$ cat src/rtl/turbo_enc_sequencer_if.sv
// Bundles the start/abort handshake, the block-RAM read port and the encoder
// control lines that pass between the input buffer, the sequencer and the encoder.
interface turbo_enc_sequencer_if #(
  parameter int ADDR_W = 13
);
  logic              start;
  logic              k_sel;
  logic              abort;
  logic              rd_en;
  logic [ADDR_W-1:0] rd_addr;
  logic              rd_data;
  logic              enc_ck;
  logic              enc_data_ready;
  logic              enc_en;
  logic              enc_tail;
  logic              busy;
  logic              done;

  modport master (
    output start, k_sel, abort, rd_data,
    input  rd_en, rd_addr, enc_ck, enc_data_ready, enc_en, enc_tail, busy, done
  );

  modport slave (
    input  start, k_sel, abort, rd_data,
    output rd_en, rd_addr, enc_ck, enc_data_ready, enc_en, enc_tail, busy, done
  );
endinterface

$ cat src/rtl/turbo_enc_sequencer.sv
// Walks one constituent encoder through a code block: prime the RAM read,
// stream K systematic bits, drive N_TAIL termination cycles, then pulse done.
module turbo_enc_sequencer #(
  parameter int K_SMALL = 1056,
  parameter int K_LARGE = 6144,
  parameter int ADDR_W  = 13,
  parameter int N_TAIL  = 3
) (
  input logic                  clk,
  input logic                  aclr,
  turbo_enc_sequencer_if.slave bus
);

  localparam int TAIL_W = (N_TAIL > 1) ? $clog2(N_TAIL) : 1;
  localparam logic [ADDR_W-1:0] K_SMALL_W = ADDR_W'(K_SMALL);
  localparam logic [ADDR_W-1:0] K_LARGE_W = ADDR_W'(K_LARGE);
  localparam logic [ADDR_W-1:0] ONE       = ADDR_W'(1);
  localparam logic [TAIL_W-1:0] TAIL_LAST = TAIL_W'(N_TAIL - 1);

  typedef enum logic [2:0] {IDLE, PRIME, DATA, TAIL, DONE} state_t;

  state_t            state;
  logic [ADDR_W-1:0] k_reg;
  logic [ADDR_W-1:0] bit_cnt;
  logic [TAIL_W-1:0] tail_cnt;
  logic              rd_en_q;
  logic [ADDR_W-1:0] rd_addr_q;
  logic              ready_q;
  logic              en_q;
  logic              tail_q;
  logic              busy_q;
  logic              done_q;

  logic [ADDR_W-1:0] k_last;
  logic [ADDR_W-1:0] bit_nxt;

  assign k_last  = k_reg - ONE;
  assign bit_nxt = bit_cnt + ONE;

  // Outputs are loaded together with the state they belong to, so every
  // control line except enc_ck comes straight from a flop.
  always_ff @(posedge clk or posedge aclr) begin
    if (aclr) begin
      state     <= IDLE;
      k_reg     <= K_SMALL_W;
      bit_cnt   <= '0;
      tail_cnt  <= '0;
      rd_en_q   <= 1'b0;
      rd_addr_q <= '0;
      ready_q   <= 1'b0;
      en_q      <= 1'b0;
      tail_q    <= 1'b0;
      busy_q    <= 1'b0;
      done_q    <= 1'b0;
    end else begin
      ready_q <= 1'b0;
      done_q  <= 1'b0;
      if (bus.abort && state != IDLE) begin
        state     <= IDLE;
        bit_cnt   <= '0;
        tail_cnt  <= '0;
        rd_en_q   <= 1'b0;
        rd_addr_q <= '0;
        en_q      <= 1'b0;
        tail_q    <= 1'b0;
        busy_q    <= 1'b0;
      end else begin
        case (state)
          IDLE: begin
            if (bus.start && !bus.abort) begin
              state     <= PRIME;
              k_reg     <= bus.k_sel ? K_LARGE_W : K_SMALL_W;
              rd_en_q   <= 1'b1;
              rd_addr_q <= '0;
              busy_q    <= 1'b1;
            end
          end
          PRIME: begin
            state     <= DATA;
            bit_cnt   <= '0;
            en_q      <= 1'b1;
            ready_q   <= 1'b1;
            rd_en_q   <= (k_last != '0);
            rd_addr_q <= (k_last != '0) ? ONE : rd_addr_q;
          end
          DATA: begin
            if (bit_cnt == k_last) begin
              state    <= TAIL;
              tail_cnt <= '0;
              tail_q   <= 1'b1;
              rd_en_q  <= 1'b0;
            end else begin
              bit_cnt <= bit_nxt;
              // The read issued now feeds bit_nxt+1; stop once the last address is out.
              if (bit_nxt != k_last) begin
                rd_en_q   <= 1'b1;
                rd_addr_q <= bit_nxt + ONE;
              end else begin
                rd_en_q <= 1'b0;
              end
            end
          end
          TAIL: begin
            if (tail_cnt == TAIL_LAST) begin
              state  <= DONE;
              en_q   <= 1'b0;
              tail_q <= 1'b0;
              done_q <= 1'b1;
            end else begin
              tail_cnt <= tail_cnt + TAIL_W'(1);
            end
          end
          DONE: begin
            state     <= IDLE;
            busy_q    <= 1'b0;
            rd_addr_q <= '0;
          end
          default: state <= IDLE;
        endcase
      end
    end
  end

  assign bus.enc_ck         = (state == DATA) & bus.rd_data;
  assign bus.rd_en          = rd_en_q;
  assign bus.rd_addr        = rd_addr_q;
  assign bus.enc_data_ready = ready_q;
  assign bus.enc_en         = en_q;
  assign bus.enc_tail       = tail_q;
  assign bus.busy           = busy_q;
  assign bus.done           = done_q;

endmodule

$ cat src/flat_wrapper.sv
// flat-port wrapper written by rule: the top's interface ports become plain ports
module turbo_enc_sequencer_flat 
#(
  parameter int K_SMALL = 1056,
  parameter int K_LARGE = 6144,
  parameter int ADDR_W  = 13,
  parameter int N_TAIL  = 3
)
  (clk, aclr, bus_start, bus_k_sel, bus_abort, bus_rd_data, bus_rd_en, bus_rd_addr, bus_enc_ck, bus_enc_data_ready, bus_enc_en, bus_enc_tail, bus_busy, bus_done);
  turbo_enc_sequencer_if #(.ADDR_W(ADDR_W)) bus_i ();
  input logic clk;
  input logic aclr;
  input wire logic [$bits(bus_i.start)-1:0] bus_start;
  input wire logic [$bits(bus_i.k_sel)-1:0] bus_k_sel;
  input wire logic [$bits(bus_i.abort)-1:0] bus_abort;
  input wire logic [$bits(bus_i.rd_data)-1:0] bus_rd_data;
  output wire logic [$bits(bus_i.rd_en)-1:0] bus_rd_en;
  output wire logic [$bits(bus_i.rd_addr)-1:0] bus_rd_addr;
  output wire logic [$bits(bus_i.enc_ck)-1:0] bus_enc_ck;
  output wire logic [$bits(bus_i.enc_data_ready)-1:0] bus_enc_data_ready;
  output wire logic [$bits(bus_i.enc_en)-1:0] bus_enc_en;
  output wire logic [$bits(bus_i.enc_tail)-1:0] bus_enc_tail;
  output wire logic [$bits(bus_i.busy)-1:0] bus_busy;
  output wire logic [$bits(bus_i.done)-1:0] bus_done;
  assign bus_i.start = bus_start;
  assign bus_i.k_sel = bus_k_sel;
  assign bus_i.abort = bus_abort;
  assign bus_i.rd_data = bus_rd_data;
  assign bus_rd_en = bus_i.rd_en;
  assign bus_rd_addr = bus_i.rd_addr;
  assign bus_enc_ck = bus_i.enc_ck;
  assign bus_enc_data_ready = bus_i.enc_data_ready;
  assign bus_enc_en = bus_i.enc_en;
  assign bus_enc_tail = bus_i.enc_tail;
  assign bus_busy = bus_i.busy;
  assign bus_done = bus_i.done;
  turbo_enc_sequencer #(.K_SMALL(K_SMALL), .K_LARGE(K_LARGE), .ADDR_W(ADDR_W), .N_TAIL(N_TAIL)) u_core (.clk(clk), .aclr(aclr), .bus(bus_i));
endmodule
$ cat config.mk
export PLATFORM = sky130hd
export DESIGN_NAME = turbo_enc_sequencer_flat
export DESIGN_NICKNAME = d
export VERILOG_FILES = /design/src/rtl/turbo_enc_sequencer_if.sv /design/src/rtl/turbo_enc_sequencer.sv /design/src/flat_wrapper.sv
export SDC_FILE = /design/constraint.sdc
export NUM_CORES = 1
export LEC_CHECK = 0
export CAP_MARGIN = 10
export CORE_ASPECT_RATIO = 0.5
export CORE_UTILIZATION = 57
export CTS_BUF_LIST = sky130_fd_sc_hd__clkbuf_8
export DETAILED_ROUTE_END_ITERATION = 10
export HOLD_SLACK_MARGIN = 0.15
export PLACE_DENSITY = 0.81
export RECOVER_POWER = 50
export SETUP_SLACK_MARGIN = 0.15
export SYNTH_ARGS = -nofsm -noshare
export SYNTH_HDL_FRONTEND = slang
export SYNTH_SLANG_ARGS = --single-unit
$ cat constraint.sdc
create_clock -name clk -period 6.8 [get_ports clk]
set_input_delay 0.68 -clock clk [delete_from_list [all_inputs] [get_ports clk]]
set_output_delay 0.68 -clock clk [all_outputs]
set_load 0.03 [all_outputs]
# After elaboration in Yosys (flattened, before gate mapping)
# Index checks and enable logic that the tools add are counted.
# classes
n_reduce_logical	21
n_eq_ne	14
bitwise_logic	2
n_mux	37
n_addsub	4
# op_table
cell	n
2-to-1 mux 13 bit	8
one-hot mux 13 bit (4 select lines)	1
adder 13 x 1 -> 13 bit (second input constant)	2
one-hot mux 13 bit (2 select lines)	1
inequality test 3 x 1 -> 1 bit (second input constant)	5
nonzero test 3 bit	5
2-to-1 mux 1 bit	14
equality test 13 bit	1
inequality test 13 bit	1
nonzero test 13 bit	1
subtractor 13 x 1 -> 13 bit (second input constant)	1
2-to-1 mux 3 bit	4
one-hot mux 3 bit (4 select lines)	1
AND reduction 3 bit	4
AND reduction 2 bit	4
equality test 3 x 2 -> 1 bit (second input constant)	2
2-to-1 mux 2 bit	3
inequality test 3 x 2 -> 1 bit (second input constant)	2
one-hot mux 1 bit (2 select lines)	3
AND reduction 5 bit	1
nonzero test 5 bit	1
one-hot mux 2 bit (2 select lines)	1
nonzero test 4 bit	1
equality test 3 x 1 -> 1 bit (second input constant)	1
9 further kinds	10
# word_totals
ff_bits	50
in_bits	6
word_cells	89
out_inout_bits	20

# Depth between registers and ports, before layout
# depth
depth_word	6
mapped_depth	11
ltp_nobuf	9

# Worst setup path before layout
# OpenSTA, ideal clock, no wires.
# synth_timing
path_kind	register to register
startpoint	reg u_core.bit_cnt[1]
endpoint	reg u_core.rd_addr_q[10] (netlist: u_core.bus.rd_addr[10])
arrival_time_ns	2.454
slack_ns	4.218
period_less_slack_ns	2.582
setup_ns	0.128
stages_incl_launch_ff	9
path_buffers	1
required_ns	6.672
path_cell_list	dfrtp_1 ha_1 nand3_2 or4_4 a221oi_2 o2111ai_2 o21ai_4 buf_6 mux2_1
# synth_between
elab_chain_len	6
elab_cells_between_ends	11
cone_classes	add/sub: 2; eq/ne: 4; mux: 4; reduce/logical: 1
# synth_lines
item	line	text
from (decl)	turbo_enc_sequencer.sv:24	logic [ADDR_W-1:0] bit_cnt;
from (signal assigned)	turbo_enc_sequencer.sv:93	bit_cnt <= bit_nxt;
adder 13 x 1 -> 13 bit	turbo_enc_sequencer.sv:38	assign bit_nxt = bit_cnt + ONE;
adder 13 x 1 -> 13 bit	turbo_enc_sequencer.sv:97	rd_addr_q <= bit_nxt + ONE;
2-to-1 mux 13 bit	turbo_enc_sequencer.sv:95	if (bit_nxt != k_last) begin
2-to-1 mux 13 bit	turbo_enc_sequencer.sv:87	if (bit_cnt == k_last) begin
one-hot mux 13 bit (4 select lines)	turbo_enc_sequencer.sv:68	case (state)
2-to-1 mux 13 bit	turbo_enc_sequencer.sv:58	if (bus.abort && state != IDLE) begin
to (signal assigned)	turbo_enc_sequencer.sv:84	rd_addr_q <= (k_last != '0) ? ONE : rd_addr_q;
to (signal assigned)	turbo_enc_sequencer.sv:97	
to (decl)	turbo_enc_sequencer.sv:27	logic [ADDR_W-1:0] rd_addr_q;
# Parallel ways exist; a longest one is shown, timed or not. The select of a mux whose other input is x is not followed.
# A chain may end at the register's enable or synchronous reset.

# Final worst setup path
# layout_timing
startpoint	reg u_core.bit_cnt[0]
endpoint	reg u_core.bit_cnt[7]
# layout_between
elab_chain_len	4
elab_cells_between_ends	7
cone_classes	add/sub: 1; eq/ne: 2; mux: 3; reduce/logical: 1
# layout_lines
item	line
adder 13 x 1 -> 13 bit	turbo_enc_sequencer.sv:38
2-to-1 mux 13 bit	turbo_enc_sequencer.sv:87
one-hot mux 13 bit (2 select lines)	turbo_enc_sequencer.sv:68
2-to-1 mux 13 bit	turbo_enc_sequencer.sv:58
# Parallel ways exist; a longest one is shown, timed or not. The select of a mux whose other input is x is not followed.

==> impl_metrics.ini <==
[status]
outcome = finished with violations
violations = capacitance limit, slew limit

[routing]
drt_iter0_drc = 188
drc = 0
drtAntennaViolNets = 0
num_vias = 2202
firstDrtPassIters = 5
wl_um = 5820
wire_per_inst_um = 16.6
routed_via_density = 6.27

[critical_path]
slowest_stage = or4_1
required_ns = 6.97
cp-start-kind = flip-flop
r2r_end = u_core.bit_cnt[7]$_DFFE_PP0P_
critical_path.top_delay_family = simple AND/OR/NAND/NOR gates
regToRegSetupSlack_ns = 3.37
crit_arrival_ns = 3.60
crit_buf_inv = 0
reg2reg_depth = 7
crit_fanout = 16
cp_cell_sequence = ha_1 -> nand4_1 -> or4_1 -> a2bb2oi_1 -> o22ai_2 -> o21ai_1 -> o41ai_1
max_stage_delay_ns = 0.75
cp-end-kind = flip-flop
critPathKind = reg -> reg
r2r-start = u_core.bit_cnt[0]$_DFFE_PP0P_

[sta]
clock.fmax_ghz = 0.291
slew_headroom_pct = -35.8
clock_skew_ns = 0.00917
final-hold-violation-count = 0
setup_viol = 0
worstMarginPinSlew_ns = 2.04
fin_crit_ns = 3.43
period_share_pct = 50.5
grt_setup_unrepaired = false
slew_violations = 40
tns_ns = 0

[global_routing]
antenna_found_initial = 0
gr-total-overflow = 0
grt_pass1_wl_um = 9900
grt_pass1_vias = 1933
grt_start_max_net_pins = 40
grt_usage_pct = 26.7

[power_and_ir_drop]
p_leak_nw = 1.19
cellPowerDensity_nw_per_um2 = 185
p_sw_share_pct = 32.1
power_frac_seq_pct = 49.9
p_int_w = 0.000360
power_switching_w = 0.000170
combinationalPowerShare_pct = 20.4
peakVddDrop_mv = 0.147
power.share.clock_pct = 29.7

[floorplan]
num_io_pins = 26
dieArea_um2 = 4790
die_width_um = 96.9
row_count = 16
core-area_um2 = 4100
fp.dieH_um = 49.5
start_util_pct = 62.6

[logic_synthesis]
synthMuxAreaShare_pct = 2.97
syn_nets = 293
synth_top_family_by_area = compound AO/OA/AOI/OAI gates
ys_warn_count = 0
ys_seq_elements = 39
synthSimpleGateAreaFrac_pct = 21.7
synth-edff-count = 0
synth_cell_type_count = 59
synth-xor-area-share_pct = 7.16
synthCells = 283
synth_top_flop_cell = dfrtp_1
synth_fa_ha_area_share_pct = 1.95
synth.avg_cell_area_um2 = 9.07
async_flop_share_pct = 100
synth_compound_area_share_pct = 22.0
syn_area_um2 = 2570
synth_seq_area_share_pct = 38.1

[place]
place_congestion = 0.895
hpwlAfterDp_um = 4150
numPortBuffers = 25

[cells_and_area]
final_common_cell = dfrtp_1
synthToLayoutAreaGrowth_pct = 11.8
nNetsFinal = 306
final_cell_mix = dfrtp_1, nand2_1, o21ai_0
seqCellArea_um2 = 977
multi_input_area_um2 = 1430
layout-drive-gt1-share_pct = 8.42
nFillCells = 321
final_core_util_pct = 70.0
antenna_cells = 0

[worst_hold_path]
min_path_cells = 1
min_from = u_core.tail_cnt[0]$_DFFE_PP0P_
hold_class = reg -> reg
min_to = u_core.tail_cnt[0]$_DFFE_PP0P_

[clock_tree]
h-tree-depth = 2
cts_buffer_depth = 2
clock_sinks = 39
path_clk_slew_ns = 0.08
cts_setup_buffers = 0
cts_tree = yes
cts_hold_buf = 0
cts_resized = 0
root_buffer = clkbuf_8
clk_latency_ns = 0.30
numCtsBuffers = 5

[run]
maxCapViolations = 1
==> Yosys cell counts, types with 6 or more instances <==
cell type | instances | area [um2]
o31ai_1 | 11 | 82.6
inv_1 | 14 | 52.6
dfrtp_1 | 38 | 951
nor2b_1 | 9 | 56.3
clkbuf_1 | 10 | 37.5
o21ai_0 | 20 | 100
xor2_1 | 11 | 96.3
a21oi_1 | 10 | 50.1
nor2_1 | 18 | 67.6
xnor2_1 | 10 | 87.6
nand2_1 | 26 | 97.6
nand3_1 | 6 | 30.0
==> per-layer routing <==
| layer | wire, um | track usage [%] | vias up |
|---|---|---|---|
| li1 | - | - | 1052 |
| met2 | 2470 | 37.6 | 90 |
| met3 | 414 | 8.09 | 12 |
| met5 | 0 | 0 | - |
| met1 | 2860 | 39.9 | 1048 |
| met4 | 81 | 6.22 | 0 |
==> power groups by stage <==
| stage | Sequential, W | Clock, W | Combinational [W] |
|---|---|---|---|
| floorplan | 0.000274 | 0 | 0.0000688 |
| global placement | 0.000268 | 0 | 0.000107 |
| detailed placement | 0.000268 | 0 | 0.000109 |
| CTS | 0.000264 | 0.000160 | 0.000110 |
| global route | 0.000267 | 0.000172 | 0.000119 |
| finish | 0.000265 | 0.000157 | 0.000108 |
==> layout make-up <==
cell class | count | share of cell area, %
multi-input cells | 210 | 49.8
clock buffers | 5 | 2.40
clock inverters | 3 | 0.697
repair buffers | 26 | 8.85
inverters | 14 | 1.83
well taps | 54 | 2.35
flip-flops and latches | 39 | 34.0
==> worst reg2reg max path, cell delays in order (launching register included) <==
cell and delay, ns:
dfrtp_1 0.61, ha_1 0.50, nand4_1 0.38, or4_1 0.75, a2bb2oi_1 0.19, o22ai_2 0.56
o21ai_1 0.19, o41ai_1 0.11
==> metrics by stage <==
stage                     area [um2]  setup slack (ns)  total power (W)  hold slack, ns  instances
after floorplan                 2570              4.22         0.000343           0.451        283
after global placement          2790              3.44         0.000375           0.461        343
after detailed placement        2790              3.33         0.000378           0.468        343
after CTS                       2880              3.43         0.000534           0.478        351
after global routing            2870              3.13         0.000558           0.509        351
final                           2870              3.37         0.000530           0.473        351
==> cells by family (layout without fill, tap and decap cells) <==
logic type | Yosys count | after routing
buf+inv | 34 | 48
compound gates | 80 | 80
xor+xnor | 21 | 21
flops | 39 | 39
fa+ha+maj | 4 | 4
simple gates | 98 | 98
mux | 7 | 7
==> worst max-delay path by stage <==
stage / from / to / slack (ns) / cells after the start
3_5_place_dp: bus_abort / u_core.bus.rd_addr[12]$_DFFE_PP0P_ / 3.33 / 5
4_1_cts: u_core.bit_cnt[0]$_DFFE_PP0P_ / u_core.bus.rd_addr[12]$_DFFE_PP0P_ / 3.43 / 8
2_1_floorplan: u_core.bit_cnt[1]$_DFFE_PP0P_ / u_core.bus.rd_addr[10]$_DFFE_PP0P_ / 4.22 / 8
6_report: u_core.bit_cnt[0]$_DFFE_PP0P_ / u_core.bit_cnt[7]$_DFFE_PP0P_ / 3.37 / 7
5_1_grt: u_core.bit_cnt[0]$_DFFE_PP0P_ / u_core.bit_cnt[11]$_DFFE_PP0P_ / 3.13 / 7
3_3_place_gp: bus_abort / u_core.bus.rd_addr[12]$_DFFE_PP0P_ / 3.44 / 5
(Power assumes the default switching activity.)
